===== src/rtl/vga_vram_reader_if.sv =====
// ---------------------------------------------------------------------------
// vga_vram_reader_if
// Display-side VRAM read port shared between the VGA reader and the memory
// subsystem.
//   gpu_address : 32-bit read address, driven by the reader (registered)
//   vram_out    : 8-bit greyscale pixel returned for gpu_address after a
//                 fixed read latency, driven by the memory
// Handshake: there is no valid/ready pair. The reader issues one address per
// pixel clock and the memory returns the byte a fixed number of cycles later,
// so the reader aligns everything else to that latency.
// ---------------------------------------------------------------------------
interface vga_vram_reader_if;
    logic [31:0] gpu_address;
    logic [7:0]  vram_out;

    modport master (
        output gpu_address,
        input  vram_out
    );

    modport slave (
        input  gpu_address,
        output vram_out
    );
endinterface


===== src/rtl/vga_vram_reader.sv =====
// ---------------------------------------------------------------------------
// vga_vram_reader
// Generates VGA timing (640x480@60 by default), reads an IMG_W x IMG_H
// greyscale image from VRAM placed at (X0,Y0) and drives RGB/sync for a DAC.
// Ports:
//   clk, rst     : pixel clock, asynchronous active-high reset
//   enable       : low forces RGB to black; timing keeps running
//   vram         : VRAM read port (gpu_address out, vram_out in)
//   hsync, vsync : active-low syncs
//   blank_n      : high in the visible area
//   sync_n       : tied 0
//   r, g, b      : greyscale pixel, r=g=b
//   frame_start  : one-cycle pulse on output pixel (0,0)
// All outputs lag the counters by READ_LATENCY+2 cycles: one cycle for the
// address register, READ_LATENCY for the memory and one for the pixel register.
// ---------------------------------------------------------------------------
module vga_vram_reader #(
    parameter int          H_VISIBLE    = 640,
    parameter int          H_FP         = 16,
    parameter int          H_SYNC       = 96,
    parameter int          H_BP         = 48,
    parameter int          V_VISIBLE    = 480,
    parameter int          V_FP         = 10,
    parameter int          V_SYNC       = 2,
    parameter int          V_BP         = 33,
    parameter int          IMG_W        = 256,
    parameter int          IMG_H        = 256,
    parameter int          X0           = 192,
    parameter int          Y0           = 112,
    parameter logic [31:0] ADDR_BASE    = 32'd0,
    parameter int          READ_LATENCY = 2
) (
    input  logic                      clk,
    input  logic                      rst,
    input  logic                      enable,
    vga_vram_reader_if.master         vram,
    output logic                      hsync,
    output logic                      vsync,
    output logic                      blank_n,
    output logic                      sync_n,
    output logic [7:0]                r,
    output logic [7:0]                g,
    output logic [7:0]                b,
    output logic                      frame_start
);
    localparam int H_TOTAL = H_VISIBLE + H_FP + H_SYNC + H_BP;
    localparam int V_TOTAL = V_VISIBLE + V_FP + V_SYNC + V_BP;
    localparam int PIPE    = READ_LATENCY + 2;
    localparam int OFF_W   = $clog2(IMG_W * IMG_H);

    localparam logic [9:0] H_LAST = 10'(H_TOTAL - 1);
    localparam logic [9:0] V_LAST = 10'(V_TOTAL - 1);
    localparam logic [9:0] H_VIS  = 10'(H_VISIBLE);
    localparam logic [9:0] V_VIS  = 10'(V_VISIBLE);
    localparam logic [9:0] HS_BEG = 10'(H_VISIBLE + H_FP);
    localparam logic [9:0] HS_END = 10'(H_VISIBLE + H_FP + H_SYNC);
    localparam logic [9:0] VS_BEG = 10'(V_VISIBLE + V_FP);
    localparam logic [9:0] VS_END = 10'(V_VISIBLE + V_FP + V_SYNC);
    localparam logic [9:0] X_BEG  = 10'(X0);
    localparam logic [9:0] X_END  = 10'(X0 + IMG_W);
    localparam logic [9:0] Y_BEG  = 10'(Y0);
    localparam logic [9:0] Y_END  = 10'(Y0 + IMG_H);

    localparam logic [OFF_W-1:0] OFF_LAST = OFF_W'(IMG_W * IMG_H - 1);

    if (X0 + IMG_W > H_VISIBLE || Y0 + IMG_H > V_VISIBLE) begin : g_bad_window
        $error("vga_vram_reader: image window exceeds the visible area");
    end
    if (H_TOTAL > 1024 || V_TOTAL > 1024) begin : g_bad_total
        $error("vga_vram_reader: frame totals do not fit 10-bit counters");
    end

    logic [9:0]       h_cnt_q, h_cnt_d;
    logic [9:0]       v_cnt_q, v_cnt_d;
    logic [OFF_W-1:0] offset_q, offset_d;
    logic [OFF_W-1:0] off_cur;
    logic [31:0]      addr_q, addr_d;
    logic [PIPE-1:0]  hs_pipe_q, hs_pipe_d;
    logic [PIPE-1:0]  vs_pipe_q, vs_pipe_d;
    logic [PIPE-1:0]  vis_pipe_q, vis_pipe_d;
    logic [PIPE-1:0]  win_pipe_q, win_pipe_d;
    logic [PIPE-1:0]  org_pipe_q, org_pipe_d;
    logic [7:0]       pix_q, pix_d;

    logic h_wrap, visible, hs_act, vs_act, in_win, origin;

    always_comb begin
        h_wrap  = (h_cnt_q == H_LAST);
        h_cnt_d = h_wrap ? 10'd0 : h_cnt_q + 10'd1;
        v_cnt_d = v_cnt_q;
        if (h_wrap) begin
            v_cnt_d = (v_cnt_q == V_LAST) ? 10'd0 : v_cnt_q + 10'd1;
        end

        visible = (h_cnt_q < H_VIS) && (v_cnt_q < V_VIS);
        // Sync pulses are pipelined as active-high "in pulse" bits so a
        // cleared pipeline stage reads as an inactive (high) sync.
        hs_act  = (h_cnt_q >= HS_BEG) && (h_cnt_q < HS_END);
        vs_act  = (v_cnt_q >= VS_BEG) && (v_cnt_q < VS_END);
        in_win  = (h_cnt_q >= X_BEG) && (h_cnt_q < X_END) &&
                  (v_cnt_q >= Y_BEG) && (v_cnt_q < Y_END);
        origin  = (h_cnt_q == 10'd0) && (v_cnt_q == 10'd0);

        // The offset restarts at the frame origin; the clear takes effect in
        // the same cycle so a window touching (0,0) still starts at 0.
        off_cur  = origin ? '0 : offset_q;
        offset_d = off_cur;
        addr_d   = ADDR_BASE;
        if (in_win) begin
            addr_d = ADDR_BASE + 32'(off_cur);
            if (off_cur != OFF_LAST) begin
                offset_d = off_cur + OFF_W'(1);
            end
        end

        hs_pipe_d  = {hs_pipe_q[PIPE-2:0], hs_act};
        vs_pipe_d  = {vs_pipe_q[PIPE-2:0], vs_act};
        vis_pipe_d = {vis_pipe_q[PIPE-2:0], visible};
        win_pipe_d = {win_pipe_q[PIPE-2:0], in_win};
        org_pipe_d = {org_pipe_q[PIPE-2:0], origin};

        // Stage PIPE-2 lines up with the cycle vram_out holds this pixel.
        pix_d = (win_pipe_q[PIPE-2] && enable) ? vram.vram_out : 8'd0;
    end

    always_ff @(posedge clk or posedge rst) begin
        if (rst) begin
            h_cnt_q    <= '0;
            v_cnt_q    <= '0;
            offset_q   <= '0;
            addr_q     <= '0;
            hs_pipe_q  <= '0;
            vs_pipe_q  <= '0;
            vis_pipe_q <= '0;
            win_pipe_q <= '0;
            org_pipe_q <= '0;
            pix_q      <= '0;
        end else begin
            h_cnt_q    <= h_cnt_d;
            v_cnt_q    <= v_cnt_d;
            offset_q   <= offset_d;
            addr_q     <= addr_d;
            hs_pipe_q  <= hs_pipe_d;
            vs_pipe_q  <= vs_pipe_d;
            vis_pipe_q <= vis_pipe_d;
            win_pipe_q <= win_pipe_d;
            org_pipe_q <= org_pipe_d;
            pix_q      <= pix_d;
        end
    end

    assign vram.gpu_address = addr_q;
    assign hsync            = ~hs_pipe_q[PIPE-1];
    assign vsync            = ~vs_pipe_q[PIPE-1];
    assign blank_n          = vis_pipe_q[PIPE-1];
    assign frame_start      = org_pipe_q[PIPE-1];
    assign sync_n           = 1'b0;
    assign r                = pix_q;
    assign g                = pix_q;
    assign b                = pix_q;
endmodule

===== src/flat_wrapper.sv =====
// flat-port wrapper written by rule: the top's interface ports become plain ports
module vga_vram_reader_flat 
#(
    parameter int          H_VISIBLE    = 640,
    parameter int          H_FP         = 16,
    parameter int          H_SYNC       = 96,
    parameter int          H_BP         = 48,
    parameter int          V_VISIBLE    = 480,
    parameter int          V_FP         = 10,
    parameter int          V_SYNC       = 2,
    parameter int          V_BP         = 33,
    parameter int          IMG_W        = 256,
    parameter int          IMG_H        = 256,
    parameter int          X0           = 192,
    parameter int          Y0           = 112,
    parameter logic [31:0] ADDR_BASE    = 32'd0,
    parameter int          READ_LATENCY = 2
)
  (clk, rst, enable, hsync, vsync, blank_n, sync_n, r, g, b, frame_start, vram_gpu_address, vram_vram_out);
  vga_vram_reader_if vram_i ();
  input  logic clk;
  input  logic rst;
  input  logic enable;
  output logic hsync;
  output logic vsync;
  output logic blank_n;
  output logic sync_n;
  output logic [7:0] r;
  output logic [7:0] g;
  output logic [7:0] b;
  output logic frame_start;
  output wire logic [$bits(vram_i.gpu_address)-1:0] vram_gpu_address;
  input wire logic [$bits(vram_i.vram_out)-1:0] vram_vram_out;
  assign vram_gpu_address = vram_i.gpu_address;
  assign vram_i.vram_out = vram_vram_out;
  vga_vram_reader #(.H_VISIBLE(H_VISIBLE), .H_FP(H_FP), .H_SYNC(H_SYNC), .H_BP(H_BP), .V_VISIBLE(V_VISIBLE), .V_FP(V_FP), .V_SYNC(V_SYNC), .V_BP(V_BP), .IMG_W(IMG_W), .IMG_H(IMG_H), .X0(X0), .Y0(Y0), .ADDR_BASE(ADDR_BASE), .READ_LATENCY(READ_LATENCY)) u_core (.clk(clk), .rst(rst), .enable(enable), .vram(vram_i), .hsync(hsync), .vsync(vsync), .blank_n(blank_n), .sync_n(sync_n), .r(r), .g(g), .b(b), .frame_start(frame_start));
endmodule

===== config.mk =====
export PLATFORM = sky130hd
export DESIGN_NAME = vga_vram_reader_flat
export DESIGN_NICKNAME = d
export VERILOG_FILES = /design/src/rtl/vga_vram_reader_if.sv /design/src/rtl/vga_vram_reader.sv /design/src/flat_wrapper.sv
export SDC_FILE = /design/constraint.sdc
export NUM_CORES = 1
export LEC_CHECK = 0
export CAP_MARGIN = 20
export CORE_ASPECT_RATIO = 0.75
export CORE_MARGIN = 8
export CORE_UTILIZATION = 55
export DETAILED_ROUTE_END_ITERATION = 8
export MAX_ROUTING_LAYER = met4
export PLACE_DENSITY = 0.93
export SLEW_MARGIN = 20
export SYNTH_ARGS = -nofsm -noshare
export SYNTH_HDL_FRONTEND = slang
export SYNTH_SLANG_ARGS = --single-unit
export TNS_END_PERCENT = 1

===== constraint.sdc =====
create_clock -name clk -period 6.9 [get_ports clk]
set_input_delay 1.035 -clock clk [delete_from_list [all_inputs] [get_ports clk]]
set_output_delay 1.035 -clock clk [all_outputs]
set_load 0.01 [all_outputs]

Word-level counts from Yosys, hierarchy flattened. Cells that the tools add are included.

Bits in registers: 79. Bits of input ports: 11. Logic and storage cells: 45.

Add/sub/neg operators: 3. $lt $le $gt $ge: 10. Equal/unequal tests: 3. Muxes and demuxes: 7. Bitwise operators: 2. Reductions and logical operators: 10.

Operator list (number): 2-to-1 mux 16 bit (4); < comparator 10 x 9 -> 1 bit (second input constant) (4); adder 10 x 1 -> 10 bit (second input constant) (2); == test 10 bit (second input constant) (2); logical NOT 10 bit (2); < comparator 10 bit (second input constant) (2); 2-to-1 mux 10 bit (2); adder 16 x 1 -> 16 bit (second input constant) (1); != test 16 bit (second input constant) (1); greater-or-equal comparator 10 bit (second input constant) (1); greater-or-equal comparator 10 x 7 -> 1 bit (second input constant) (1); greater-or-equal comparator 10 x 8 -> 1 bit (second input constant) (1); greater-or-equal comparator 10 x 9 -> 1 bit (second input constant) (1); logical AND 1 bit (8); 2-to-1 mux 8 bit (1); NOT 1 bit (2).

Logic depth before layout (Yosys ltp).
Word-level depth: 6. Mapped depth: 8.

Least setup slack after synthesis. No wires, ideal clock.

Kind: flip-flop to flip-flop. From: register u_core.v_cnt_q[0]. To: register u_core.offset_q[7]. Data arrival time: 1.740 ns. Required time: 6.764 ns. Setup slack: 5.024 ns. Cell stages (with the launch flop): 9. Buffers on the path: 1. Clock period less this slack: 1.876 ns. Cells stage by stage: dfrtp_1 > inv_1 > ha_1 > or4b_4 > nor4_2 > nand2_1 > buf_6 > o311ai_1 > o41ai_1.

Longest elaborated chain between the ends: 6. Elaborated cells between the ends (all ways): 11.

Ends and longest elaborated chain: start, declared (RTL line vga_vram_reader.sv:74) `logic [9:0] v_cnt_q, v_cnt_d;`; start signal, assigned (RTL line vga_vram_reader.sv:140) `v_cnt_q <= v_cnt_d;`; logical NOT 10 bit (RTL line vga_vram_reader.sv:102) `origin = (h_cnt_q == 10'd0) && (v_cnt_q == 10'd0);`; logical AND 1 bit (RTL line vga_vram_reader.sv:102); 2-to-1 mux 16 bit (RTL line vga_vram_reader.sv:106) `off_cur = origin ? '0 : offset_q;`; adder 16 x 1 -> 16 bit / != test 16 bit (equally long branches) (RTL line vga_vram_reader.sv:112, vga_vram_reader.sv:111); 2-to-1 mux 16 bit (RTL line vga_vram_reader.sv:111) `if (off_cur != OFF_LAST) begin`; 2-to-1 mux 16 bit (*) (RTL line vga_vram_reader.sv:109) `if (in_win) begin`; via u_core.offset_d[7] (RTL line vga_vram_reader.sv:75) `logic [OFF_W-1:0] offset_q, offset_d;`; end signal, assigned (RTL line vga_vram_reader.sv:141) `offset_q <= offset_d;`; end, declared (RTL line vga_vram_reader.sv:75).

The timed path passes the listed nets; every way through them passes the cells marked *. A chain may end at the register's enable or synchronous reset.

Worst setup path in the final report.
From: register u_core.vs_pipe_q[3]. To: output port vsync.

Longest elaborated chain between the ends: 1.

Ends and longest elaborated chain: start, declared (RTL line vga_vram_reader.sv:79) `logic [PIPE-1:0] vs_pipe_q, vs_pipe_d;`; start signal, assigned (RTL line vga_vram_reader.sv:144) `vs_pipe_q <= vs_pipe_d;`; NOT 1 bit (RTL line vga_vram_reader.sv:154) `assign vsync = ~vs_pipe_q[PIPE-1];`; end, declared (RTL line flat_wrapper.sv:25) `output logic vsync;`.

No other way between the ends.

==> results.json <==
{
  "tightest_slew_ns": 0.935,
  "cts_hold_buffers": 0,
  "die_area_um2": 9160,
  "fin_cells": 432,
  "max_stage_delay_ns": 0.52,
  "dr.pass1.iters": 4,
  "most-common-layout-cells": "dfrtp_1 (79), clkdlybuf4s50_1 (54), and2_1 (19)",
  "coreArea_um2": 6220,
  "end_kind": "primary output",
  "post_dp_cell_area_um2": 3870,
  "fmax_ghz": 0.430,
  "hold_viol": 0,
  "hp-class": "reg -> reg",
  "io_buffers": 54,
  "htreeDepth": 3,
  "synth_warnings": 0,
  "synth_top_area_frac": 0.568,
  "status": "finished, final reports clean",
  "clk_path_buf_depth": 2,
  "synth_cells": 311,
  "antenna_left": 0,
  "synth-main-ff-cell": "dfrtp_1",
  "synth.distinct_cells": 48,
  "crit_path_start_kind": "flop",
  "area_growth_pct": 18.2,
  "hpwl_um": 4950,
  "dr_total_vias": 2382,
  "synthArstFlopShare": 1.00,
  "setup_violations": 0,
  "cp_max_fo": 1,
  "cts_setup_buffers": 0,
  "path_class": "reg -> out",
  "seq_area_frac_synth": 0.568,
  "peakVddDrop_v": 0.000210,
  "cap_violations": 0,
  "wl_um": 6920,
  "finalMaxSlewViolations": 0,
  "fin_skew_ns": 0.00587,
  "yosysTopAreaCell": "dfrtp_1",
  "cts_resized": 0,
  "postLayoutCellArea_um2": 4120,
  "grt_overflow": 0,
  "rsz0062_at_grt": "no",
  "grt_pass1_wl_um": 11200,
  "grt_start_max_net_pins": 80,
  "clk_pin_slew_ns": 0.08,
  "wire_per_inst_um": 16.0,
  "cts_inserted_buffers": 9,
  "maxSlewHeadroom": 0.377,
  "io_pins": 72,
  "place_congestion": 0.873,
  "final_nets": 361,
  "dp_cells": 416,
  "synth-seq-cells": 79,
  "ys_top_cells_by_area": "dfrtp_1 (57%), buf_4 (7.1%), and2_1 (3.4%)",
  "drc": 0,
  "die_w_um": 108,
  "cts-root-buf": "clkbuf_8",
  "finalSetupTns_ns": 0,
  "power.density_nw_per_um2": 217,
  "cts_tree": "yes",
  "whs_ns": 0.349,
  "cp_data_required_time_ns": 5.86,
  "leakage_nw": 1.96,
  "cpMaxStageDelayCell": "clkdlybuf4s50_1",
  "clk_latency_ns": 0.35,
  "synth_enable_flop_cells": 0,
  "grt_pass1_vias": 2314,
  "setup_slack_ns": 4.57,
  "rows": 25,
  "antenna_found_initial": 0,
  "synth_area_um2": 3480,
  "die_y_um": 84.9,
  "diodes": 0,
  "viasPerCell": 5.51,
  "drt_iter0_markers": 153,
  "grt_usage": 0.159,
  "crit_chain": "inv_1 -> clkdlybuf4s50_1",
  "cp.arrival_ns": 1.29,
  "cts_sinks": 79,
  "syn_avg_cell_area_um2": 11.2,
  "drive_gt1_frac": 0.0598,
  "finalCriticalPeriod_ns": 2.33,
  "period_share": 0.337,
  "dpl_worst_slack_ns": 4.57,
  "initial_core_util": 0.559,
  "final_common_cell": "dfrtp_1"
}
## metrics by stage
stage / total power (W) / utilization
floorplan: 0.000490 / -
global placement: 0.000491 / 0.622
detailed placement: 0.000491 / 0.622
CTS: 0.000901 / 0.661
global route: 0.000924 / 0.661
finish: 0.000891 / 0.661
## metal layers
metal  GRT usage  part of all wire  wire length (um)  up-vias
li1            -                 -                 -     1105
met1       0.182              0.42              2910     1163
met2       0.246              0.47              3260       99
met3      0.0613             0.094               650       15
met4      0.0678             0.016               110        0
met5           -                 0                 0        -
## kinds of logic after synthesis
group | count (synthesis) | synth area share
AND/OR/NAND/NOR | 114 | 0.193
AO/OA/AOI/OAI | 45 | 0.0891
multiplexers | 3 | 0.00863
other | 1 | 0.00108
flip-flops | 79 | 0.568
buffers and inverters | 55 | 0.100
adder cells (fa/ha/maj) | 4 | 0.0144
XOR/XNOR | 10 | 0.0252
## registers in the layout, summed over array words and instances (netlist names)
| name | count |
|---|---|
| u_core.offset_q | 16 |
| u_core.vram.gpu_address | 16 |
| u_core.h_cnt_q | 10 |
| u_core.v_cnt_q | 10 |
| u_core.b | 8 |
| u_core.hs_pipe_q | 4 |
| u_core.org_pipe_q | 4 |
| u_core.vis_pipe_q | 4 |
| u_core.vs_pipe_q | 4 |
| u_core.win_pipe_q | 3 |
## synthesized netlist by cell type, types with 5 or more instances
cell      instances
nand2_1          18
buf_4            33
a21oi_1           8
o211a_1           5
nand3_1          16
inv_1             8
a31oi_1           5
dfrtp_1          79
and4_1            7
nor2_1           11
o21ai_0          10
xnor2_1           6
and2_1           19
clkbuf_1          9
and3_1           14
## area by class of cell
type	instances	area [um2]
Clock buffer	10	128
Clock inverter	6	116
Fill cell	464	2110
Inverter	8	30.0
Multi-Input combinational cell	193	1210
Sequential cell	79	1980
Tap cell	81	101
Timing Repair Buffer	55	548
## where the power goes
part	switching [W]	leakage (nW)	internal (W)
sequential	0	1.07	0.000463
combinational	0.0000138	0.774	0.00000532
clock	0.000167	0.121	0.000243
total	0.000180	1.96	0.000711
## worst max-delay path, delay by kind of cell, from the launching register on
family,cells,cell delay (ns)
buffers and inverters,2,0.57
DFF,1,0.37
## final timing paths
path,from,end,slack [ns],cells after the start
min in group asynchronous,rst,u_core.hs_pipe_q[2],1.29,3
hold / removal,u_core.vis_pipe_q[0],u_core.vis_pipe_q[1],0.35,0
setup / recovery,u_core.vs_pipe_q[3],vsync,4.57,2
hold reg to reg,u_core.vis_pipe_q[0],u_core.vis_pipe_q[1],0.35,0
max in group asynchronous,rst,u_core.vram.gpu_address[10],5.01,3
setup reg to reg,u_core.v_cnt_q[1],u_core.offset_q[7],4.59,7
(Power assumes the default switching activity.)
